File: src/rtl/lcd_timing_gen.sv
// ---------------------------------------------------------------------------
// lcd_timing_gen
//
// Purpose:
//   Generates the sync, data-enable and pixel-request timing for a parallel
//   RGB LCD panel. One free-running pixel counter (h_cnt) and one line
//   counter (v_cnt) are the only timing state. Sync, data enable and the
//   pixel request coordinates are decoded from those two counters.
//
//   The pixel request (pixel_xpos/pixel_ypos) runs one cycle ahead of
//   lcd_de. This gives the upstream composition stage one registered
//   cycle to return pixel_data, which then lines up with lcd_de.
//
// Ports:
//   lcd_pclk     in   1   pixel clock (the only clock)
//   rst_n        in   1   synchronous reset, active-low
//   pixel_data   in  24   RGB888, registered upstream one cycle after xpos/ypos
//   pixel_xpos   out 11   column of the pixel being requested (0 when idle)
//   pixel_ypos   out 11   row of the pixel being requested (0 when idle)
//   h_disp       out 11   constant H_DISP
//   v_disp       out 11   constant V_DISP
//   lcd_hs       out  1   line sync, active-low
//   lcd_vs       out  1   frame sync, active-low
//   lcd_de       out  1   data enable, active-high
//   lcd_rgb      out 24   panel pixel bus (black outside lcd_de)
//   frame_start  out  1   registered one-cycle pulse at the frame origin
//
// Build option:
//   LCD_TEST_PATTERN_EN  when defined, lcd_rgb shows 8 vertical colour bars
//                        instead of pixel_data. When undefined, no pattern
//                        logic exists and pixel_data passes straight through.
// ---------------------------------------------------------------------------
module lcd_timing_gen #(
    parameter logic [10:0] H_SYNC  = 11'd41,
    parameter logic [10:0] H_BACK  = 11'd2,
    parameter logic [10:0] H_DISP  = 11'd480,
    parameter logic [10:0] H_FRONT = 11'd2,
    parameter logic [10:0] V_SYNC  = 11'd10,
    parameter logic [10:0] V_BACK  = 11'd2,
    parameter logic [10:0] V_DISP  = 11'd272,
    parameter logic [10:0] V_FRONT = 11'd2
) (
    input  logic        lcd_pclk,
    input  logic        rst_n,
    input  logic [23:0] pixel_data,
    output logic [10:0] pixel_xpos,
    output logic [10:0] pixel_ypos,
    output logic [10:0] h_disp,
    output logic [10:0] v_disp,
    output logic        lcd_hs,
    output logic        lcd_vs,
    output logic        lcd_de,
    output logic [23:0] lcd_rgb,
    output logic        frame_start
);

    localparam logic [10:0] H_TOTAL = H_SYNC + H_BACK + H_DISP + H_FRONT;
    localparam logic [10:0] V_TOTAL = V_SYNC + V_BACK + V_DISP + V_FRONT;

    // Active window bounds (end values are exclusive).
    localparam logic [10:0] H_DE_START  = H_SYNC + H_BACK;
    localparam logic [10:0] H_DE_END    = H_DE_START + H_DISP;
    localparam logic [10:0] V_DE_START  = V_SYNC + V_BACK;
    localparam logic [10:0] V_DE_END    = V_DE_START + V_DISP;

    // The request window is the data-enable window moved one pixel earlier.
    localparam logic [10:0] H_REQ_START = H_DE_START - 11'd1;
    localparam logic [10:0] H_REQ_END   = H_DE_END - 11'd1;

    logic [10:0] h_cnt;
    logic [10:0] v_cnt;
    logic        h_last;
    logic        v_last;
    logic        v_active;
    logic        data_req;

    assign h_last = (h_cnt == H_TOTAL - 11'd1);
    assign v_last = (v_cnt == V_TOTAL - 11'd1);

    // The line counter only advances on the pixel counter's wrap cycle, so
    // the frame wraps when both counters sit at their maxima together.
    always_ff @(posedge lcd_pclk) begin
        if (!rst_n) begin
            h_cnt <= 11'd0;
            v_cnt <= 11'd0;
        end else begin
            h_cnt <= h_last ? 11'd0 : h_cnt + 11'd1;
            if (h_last) begin
                v_cnt <= v_last ? 11'd0 : v_cnt + 11'd1;
            end
        end
    end

    // frame_start is the registered copy of the origin decode, so it is
    // high in the cycle after h_cnt = v_cnt = 0. It is forced low in reset,
    // so the first pulse after release follows the first origin cycle.
    always_ff @(posedge lcd_pclk) begin
        if (!rst_n) begin
            frame_start <= 1'b0;
        end else begin
            frame_start <= (h_cnt == 11'd0) && (v_cnt == 11'd0);
        end
    end

    assign h_disp = H_DISP;
    assign v_disp = V_DISP;

    assign lcd_hs   = (h_cnt >= H_SYNC);
    assign lcd_vs   = (v_cnt >= V_SYNC);
    assign v_active = (v_cnt >= V_DE_START) && (v_cnt < V_DE_END);
    assign lcd_de   = (h_cnt >= H_DE_START) && (h_cnt < H_DE_END) && v_active;
    assign data_req = (h_cnt >= H_REQ_START) && (h_cnt < H_REQ_END) && v_active;

    assign pixel_xpos = data_req ? (h_cnt - H_REQ_START) : 11'd0;
    assign pixel_ypos = data_req ? (v_cnt - V_DE_START) : 11'd0;

`ifdef LCD_TEST_PATTERN_EN
    // Bar width is H_DISP/8. The guard keeps the divisor non-zero on very
    // narrow panels.
    localparam logic [10:0] BAND_W = (H_DISP < 11'd8) ? 11'd1 : (H_DISP >> 3);

    logic [10:0] col_d;
    logic [10:0] band;
    logic [23:0] bar_rgb;
    logic        unused_pixel_data;

    // The column is delayed one cycle so that the bars see the same request
    // latency as real pixel_data from the composition stage.
    always_ff @(posedge lcd_pclk) begin
        if (!rst_n) begin
            col_d <= 11'd0;
        end else begin
            col_d <= pixel_xpos;
        end
    end

    assign band = col_d / BAND_W;

    always_comb begin
        bar_rgb = 24'h000000;
        case (band)
            11'd0:   bar_rgb = 24'hFFFFFF;
            11'd1:   bar_rgb = 24'hFFFF00;
            11'd2:   bar_rgb = 24'h00FFFF;
            11'd3:   bar_rgb = 24'h00FF00;
            11'd4:   bar_rgb = 24'hFF00FF;
            11'd5:   bar_rgb = 24'hFF0000;
            11'd6:   bar_rgb = 24'h0000FF;
            default: bar_rgb = 24'h000000;
        endcase
    end

    assign lcd_rgb           = lcd_de ? bar_rgb : 24'h000000;
    assign unused_pixel_data = ^pixel_data;
`else
    assign lcd_rgb = lcd_de ? pixel_data : 24'h000000;
`endif

endmodule

File: config.mk
export PLATFORM = sky130hd
export DESIGN_NAME = lcd_timing_gen
export DESIGN_NICKNAME = d
export VERILOG_FILES = /design/src/rtl/lcd_timing_gen.sv
export SDC_FILE = /design/constraint.sdc
export NUM_CORES = 1
export LEC_CHECK = 0
export ABC_AREA = 1
export CAP_MARGIN = 20
export CORE_ASPECT_RATIO = 1.2
export CORE_MARGIN = 4
export CORE_UTILIZATION = 44
export CTS_CLUSTER_SIZE = 20
export DETAILED_ROUTE_END_ITERATION = 12
export PLACE_DENSITY = 0.81
export SYNTH_ARGS = -nofsm -noshare
export SYNTH_HDL_FRONTEND = slang
export SYNTH_SLANG_ARGS = --single-unit
File: constraint.sdc
create_clock -name lcd_pclk -period 3.1 [get_ports lcd_pclk]
set_clock_uncertainty 0.15 [all_clocks]
set_input_delay 0.93 -clock lcd_pclk [delete_from_list [all_inputs] [get_ports lcd_pclk]]
set_output_delay 0.93 -clock lcd_pclk [all_outputs]
set_load 0.01 [all_outputs]
==> impl_metrics.json, run 1 <==
{
  "outcome": "completed",
  "end_kind": "primary output",
  "dieHeight_microns": 89.3,
  "area_delta_synth_final_pct": 29.3,
  "grt_max_degree": 26,
  "hp-class": "reg -> reg",
  "drt_iter0_markers": 115,
  "n_fill_cell": 534,
  "setup.worst_path.start_class": "flop",
  "setup_viol": 0,
  "p_int_uw": 440,
  "ant_nets": 0,
  "leakagePower_nw": 1.78,
  "htree_levels": 1,
  "drtPass1Iterations": 5,
  "clk_pin_slew_ns": 0.08,
  "clockPowerShare_pct": 32.1,
  "die_area_sq_mm": 0.00676,
  "cts_buffers": 3,
  "synth_compound_area_share_pct": 3.82,
  "fin_crit_ns": 2.96,
  "final_cell_mix": "nor2_1 (75), nand2_1 (71), inv_1 (55), clkbuf_2 (41), nand3_1 (32)",
  "layout-drive-gt1-share_pct": 26.2,
  "total_power_uw": 599,
  "cts.sinks": 23,
  "muxShareOfSynthArea_pct": 0,
  "final_common_cell": "nor2_1",
  "cp_max_fo": 12,
  "grt_pass1_vias": 2399,
  "switching_share_pct": 26.4,
  "holdPathStages": 3,
  "hpwl_mm": 5.34,
  "antenna_found_initial": 0,
  "grt.total_usage_pct": 18.7,
  "drt-wirelength-per-cell_microns": 12.1,
  "synth_xor_area_share_pct": 4.34,
  "initial_core_util_pct": 45.7,
  "rows": 29,
  "ys_seq_elements": 23,
  "syn_inst": 401,
  "critPathKind": "reg -> out",
  "die_x_microns": 75.7,
  "cp_data_arrival_time_ns": 1.88,
  "clock_latency_ns": 0.27,
  "power_density_mw_per_mm2": 191,
  "synth_top_area_cell": "dfxtp_1",
  "combPwrFrac_pct": 17.0,
  "grt_pass1_wl_mm": 9.97,
  "drc_errors": 0,
  "whs_ns": 0.386,
  "gp_congestion": 0.938,
  "power_switching_uw": 158,
  "netlist_area_sq_mm": 0.00242,
  "report.final.hold_viol_count": 0,
  "drv_slew": 0,
  "vias_per_cell": 4.80,
  "nets": 529,
  "tritoncts": "yes",
  "seqPwrFrac_pct": 50.9,
  "synth-simple-area-share_pct": 44.3,
  "clk_path_buf_depth": 2,
  "synth_top_cells_by_area": "dfxtp_1 (19%), nor2_1 (12%), nand2_1 (11%)",
  "finalCritPeriodShare_pct": 95.4,
  "syn_area_per_cell_sq_um": 6.04,
  "io_pins": 98,
  "synth_top_family_by_area": "simple AND/OR/NAND/NOR gates",
  "ys_warn_count": 0,
  "required_ns": 2.02,
  "synth_top_area_share_pct": 19.0,
  "synth_fa_ha_area_share_pct": 7.23,
  "clock-root-buffer": "clkbuf_8",
  "ys_seq_area_share_pct": 19.0,
  "io_buffers": 75,
  "routed_wl_mm": 6.68,
  "synth.distinct_cells": 25,
  "ir_worst_vdd_mv": 0.223,
  "max_freq_mhz": 338,
  "coreArea_sq_mm": 0.00530,
  "maxCapViolCount": 0,
  "antenna_cells": 0,
  "reg2regPathDepth": 10,
  "vias": 2638,
  "grt_overflow_total": 0
}
==> final timing paths <==
| kind | startpoint | end | slack [ns] |
|---|---|---|---|
| worst min-delay path | h_cnt[2] | frame_start | 0.39 |
| worst min register to register | h_cnt[2] | frame_start | 0.39 |
| worst max register to register | h_cnt[0] | v_cnt[1] | 0.97 |
| worst max-delay path | v_cnt[3] | lcd_rgb[2] | 0.14 |
==> power groups by stage <==
stage / clock, mW / sequential (mW) / combinational, mW
after CTS: 0.199 / 0.304 / 0.102
after global routing: 0.209 / 0.306 / 0.115
after global placement: 0 / 0.311 / 0.100
final: 0.192 / 0.305 / 0.102
after detailed placement: 0 / 0.311 / 0.101
after floorplan: 0 / 0.312 / 0.0686
==> worst max-delay path: stages, from the launching register on <==
cell	delay [ns]
dfxtp_2	0.34
ha_2	0.20
inv_2	0.05
nor2_1	0.08
nand3_1	0.09
nor2_2	0.10
nor2_2	0.06
nor2_4	0.14
nand2_4	0.10
clkbuf_16	0.18
nor2_1	0.11
clkbuf_2	0.15
==> synthesized netlist by cell type <==
master / n
nand3_1: 32
ha_1: 14
o2111ai_1: 1
inv_1: 56
nor2_1: 80
dfxtp_1: 23
nand2_1: 71
conb_1: 2
nor2_2: 27
a31oi_1: 3
nor3_1: 3
inv_2: 8
xnor2_1: 1
buf_4: 24
nor4_1: 1
o21ai_0: 5
nor3b_1: 2
nand2_2: 2
nand4_1: 12
nor2_4: 3
nand3_2: 2
buf_2: 4
buf_6: 6
a21oi_1: 8
xor2_1: 11
==> flip-flops by register name (all words and copies together) (netlist names) <==
signal,cells
v_cnt,11
h_cnt,11
frame_start,1
==> per-layer routing <==
layer	global-route usage [%]	vias to the layer above	routed length, microns
met3	3.26	22	635
met5	0	-	0
met2	36.1	120	3470
li1	-	1357	-
met4	9.86	0	251
met1	18.5	1139	2320
==> repair_timing <==
item / 4_1_cts / 5_1_grt
gates cloned: 0 / 2
hold endpoints to repair: 0 / 0
setup buffers: 0 / 1
hold buffers: 0 / 0
gates resized for setup: 64 / 99
setup endpoints to repair: 47 / 48
pin swaps: 1 / 2
==> layout make-up <==
class                           instances  area [sq um]  area share, %
Tap cell                               62          77.6           2.48
Clock inverter                          1          5.00          0.160
Sequential cell                        23           469           15.0
Inverter                               64           240           7.67
Multi-Input combinational cell        300          1560           49.9
Clock buffer                            3          41.3           1.32
Timing Repair Buffer                   97           736           23.5
==> logic make-up after synthesis <==
group | count (synthesis)
other | 2
flip-flops | 23
adder cells (fa/ha/maj) | 14
XOR/XNOR | 12
AO/OA/AOI/OAI | 17
AND/OR/NAND/NOR | 235
buffers and inverters | 98
==> per-stage QoR <==
stage          util [%]  TNS [ns]  setup slack [ns]  instances  instance area (sq um)
2_1_floorplan         -         0             0.482        421                   2500
3_3_place_gp       60.7    -0.728           -0.0687        543                   3210
3_5_place_dp       60.7    -0.896           -0.0793        543                   3210
4_1_cts            60.9         0          0.000199        547                   3230
5_1_grt            59.1  -0.00585          -0.00367        550                   3130
6_report           59.1         0             0.143        550                   3130
(Power assumes the default switching activity.)
==> inputs of run 2 (changes only) <==
==> constraint.sdc (replaced) <==
create_clock -name lcd_pclk -period 3 [get_ports lcd_pclk]
set_clock_uncertainty 0.15 [all_clocks]
set_input_delay 0.9 -clock lcd_pclk [delete_from_list [all_inputs] [get_ports lcd_pclk]]
set_output_delay 0.9 -clock lcd_pclk [all_outputs]
set_load 0.01 [all_outputs]
==> run 2 against run 1 <==
- worst setup slack got worse by 0.062 ns
- design area increased by 6.8%
- via count increased by 3.9%
- routed wire length increased by 13%
- critical path depth unchanged
- power increased by 5.7%
- cell count increased by 2.9%
- first-iteration DRC count increased by 44%
- critical path type unchanged
- highest routed layer unchanged
==> impl_metrics.json, run 2 (synthesis results as in run 1) <==
{
  "clk_path_buf_depth": 2,
  "gp_congestion": 0.942,
  "setup_viol": 0,
  "vias_per_cell": 4.84,
  "required_ns": 1.95,
  "drc_errors": 0,
  "ir_worst_vdd_mv": 0.166,
  "post-cts-setup-buffers": 0,
  "hp-class": "reg -> reg",
  "antenna_cells": 0,
  "multiInputGateArea_sq_mm": 0.00161,
  "drv_slew": 0,
  "path_delay_family": "simple AND/OR/NAND/NOR gates",
  "grt_pass1_vias": 2534,
  "report.final.hold_viol_count": 0,
  "initial_core_util_pct": 45.7,
  "grt_overflow_total": 0,
  "cp_max_fo": 6,
  "cts.sinks": 23,
  "io_pins": 98,
  "antenna_found_initial": 0,
  "tritoncts": "yes",
  "die_area_sq_mm": 0.00676,
  "finalCritPeriodShare_pct": 97.3,
  "fin_util_pct": 63.2,
  "outcome": "completed",
  "ant_nets": 0,
  "power_density_mw_per_mm2": 189,
  "die_x_microns": 75.7,
  "drt_iter0_markers": 166,
  "cts_buffers": 3,
  "area_delta_synth_final_pct": 38.1,
  "layout-drive-gt1-share_pct": 30.0,
  "total_power_uw": 633,
  "dieHeight_microns": 89.3,
  "drtPass1Iterations": 5,
  "nets": 545,
  "cp_data_arrival_time_ns": 1.87,
  "grt_max_degree": 26,
  "maxCapViolCount": 0,
  "grt.total_usage_pct": 19.6,
  "max_freq_mhz": 343,
  "drt-wirelength-per-cell_microns": 13.3,
  "path_cells": "inv_4 > ha_4 > inv_1 > nor2_1 > nand3_1 > nor2_1 > nor2_1 > nor2_2 > nand2_4 > nor2_1 > dlygate4sd2_1",
  "fin_crit_ns": 2.92,
  "critPathKind": "reg -> out",
  "vias": 2742,
  "coreArea_sq_mm": 0.00530,
  "crit_slowest_cell": "dfxtp_2",
  "slowest_delay_ns": 0.34,
  "routed_wl_mm": 7.51,
  "critPathMostFrequentCell": "nor2_1",
  "leakagePower_nw": 1.88,
  "clock_latency_ns": 0.27,
  "rows": 29,
  "critPathBufInv": 3,
  "end_kind": "primary output",
  "final_cell_mix": "nand2_1 (71), nor2_1 (69), inv_1 (53), nor2_2 (36), buf_4 (32)",
  "htree_levels": 1,
  "setup.worst_path.start_class": "flop",
  "grt_pass1_wl_mm": 10.6,
  "top_regs": "h_cnt: 11 flops, v_cnt: 11 flops, frame_start: 1 flops",
  "clock-root-buffer": "clkbuf_8",
  "hpwl_mm": 5.61,
  "seq_area_sq_um": 472,
  "final_common_cell": "nand2_1",
  "clk_pin_slew_ns": 0.09,
  "io_buffers": 75,
  "n_fill_cell": 487
}
-- run 2: cell type report --
cell class	count	share of cell area (%)
well taps	62	2.32
clock buffers	4	1.35
repair buffers	113	26.9
multi-input cells	300	48.1
flip-flops and latches	23	14.1
inverters	64	7.26
-- run 2: tightest hold or removal path, cell delays in order, from the launching register on --
cell     delay [ns]
dfxtp_2        0.38
nand2_1        0.08
a21oi_1        0.05
-- run 2: what timing repair did --
action / 4_1_cts / 5_1_grt
pin swaps: 0 / 6
cloned: 0 / 4
endpoints found under the hold margin: 0 / 0
gates resized for setup: 64 / 118
endpoints found under the setup margin: 47 / 48
hold buffers: 0 / 0
-- run 2: final timing paths --
path         cells after the start      from            end  slack, ns
min                              2  h_cnt[6]       h_cnt[6]       0.39
max reg2reg                     10  h_cnt[0]       v_cnt[0]       0.83
min reg2reg                      2  h_cnt[6]       h_cnt[6]       0.39
max                             11  h_cnt[2]  pixel_xpos[8]       0.08
-- run 2: power by group --
part	internal [mW]	total, mW	switching (mW)
Combinational	0.0560	0.115	0.0590
Clock	0.0951	0.201	0.106
Sequential	0.310	0.317	0.00607
-- run 2: routing by layer --
metal,vias up,GRT usage [%],routed length [microns]
met2,124,39.0,3990
met1,1205,19.6,2600
met5,-,0,0
met4,0,7.47,207
li1,1392,-,-
met3,21,3.37,717
-- run 2: metrics by stage --
stage / hold WS [ns] / cells / setup WS (ns) / instance area (sq um) / setup TNS [ns]
2_1_floorplan: 0.328 / 421 / 0.412 / 2500 / 0
5_1_grt: 0.427 / 566 / -0.0183 / 3350 / -0.0607
3_3_place_gp: 0.395 / 558 / -0.113 / 3340 / -1.69
4_1_cts: 0.428 / 562 / 0.000880 / 3340 / 0
3_5_place_dp: 0.424 / 558 / -0.128 / 3340 / -2.31
6_report: 0.393 / 566 / 0.0810 / 3350 / 0
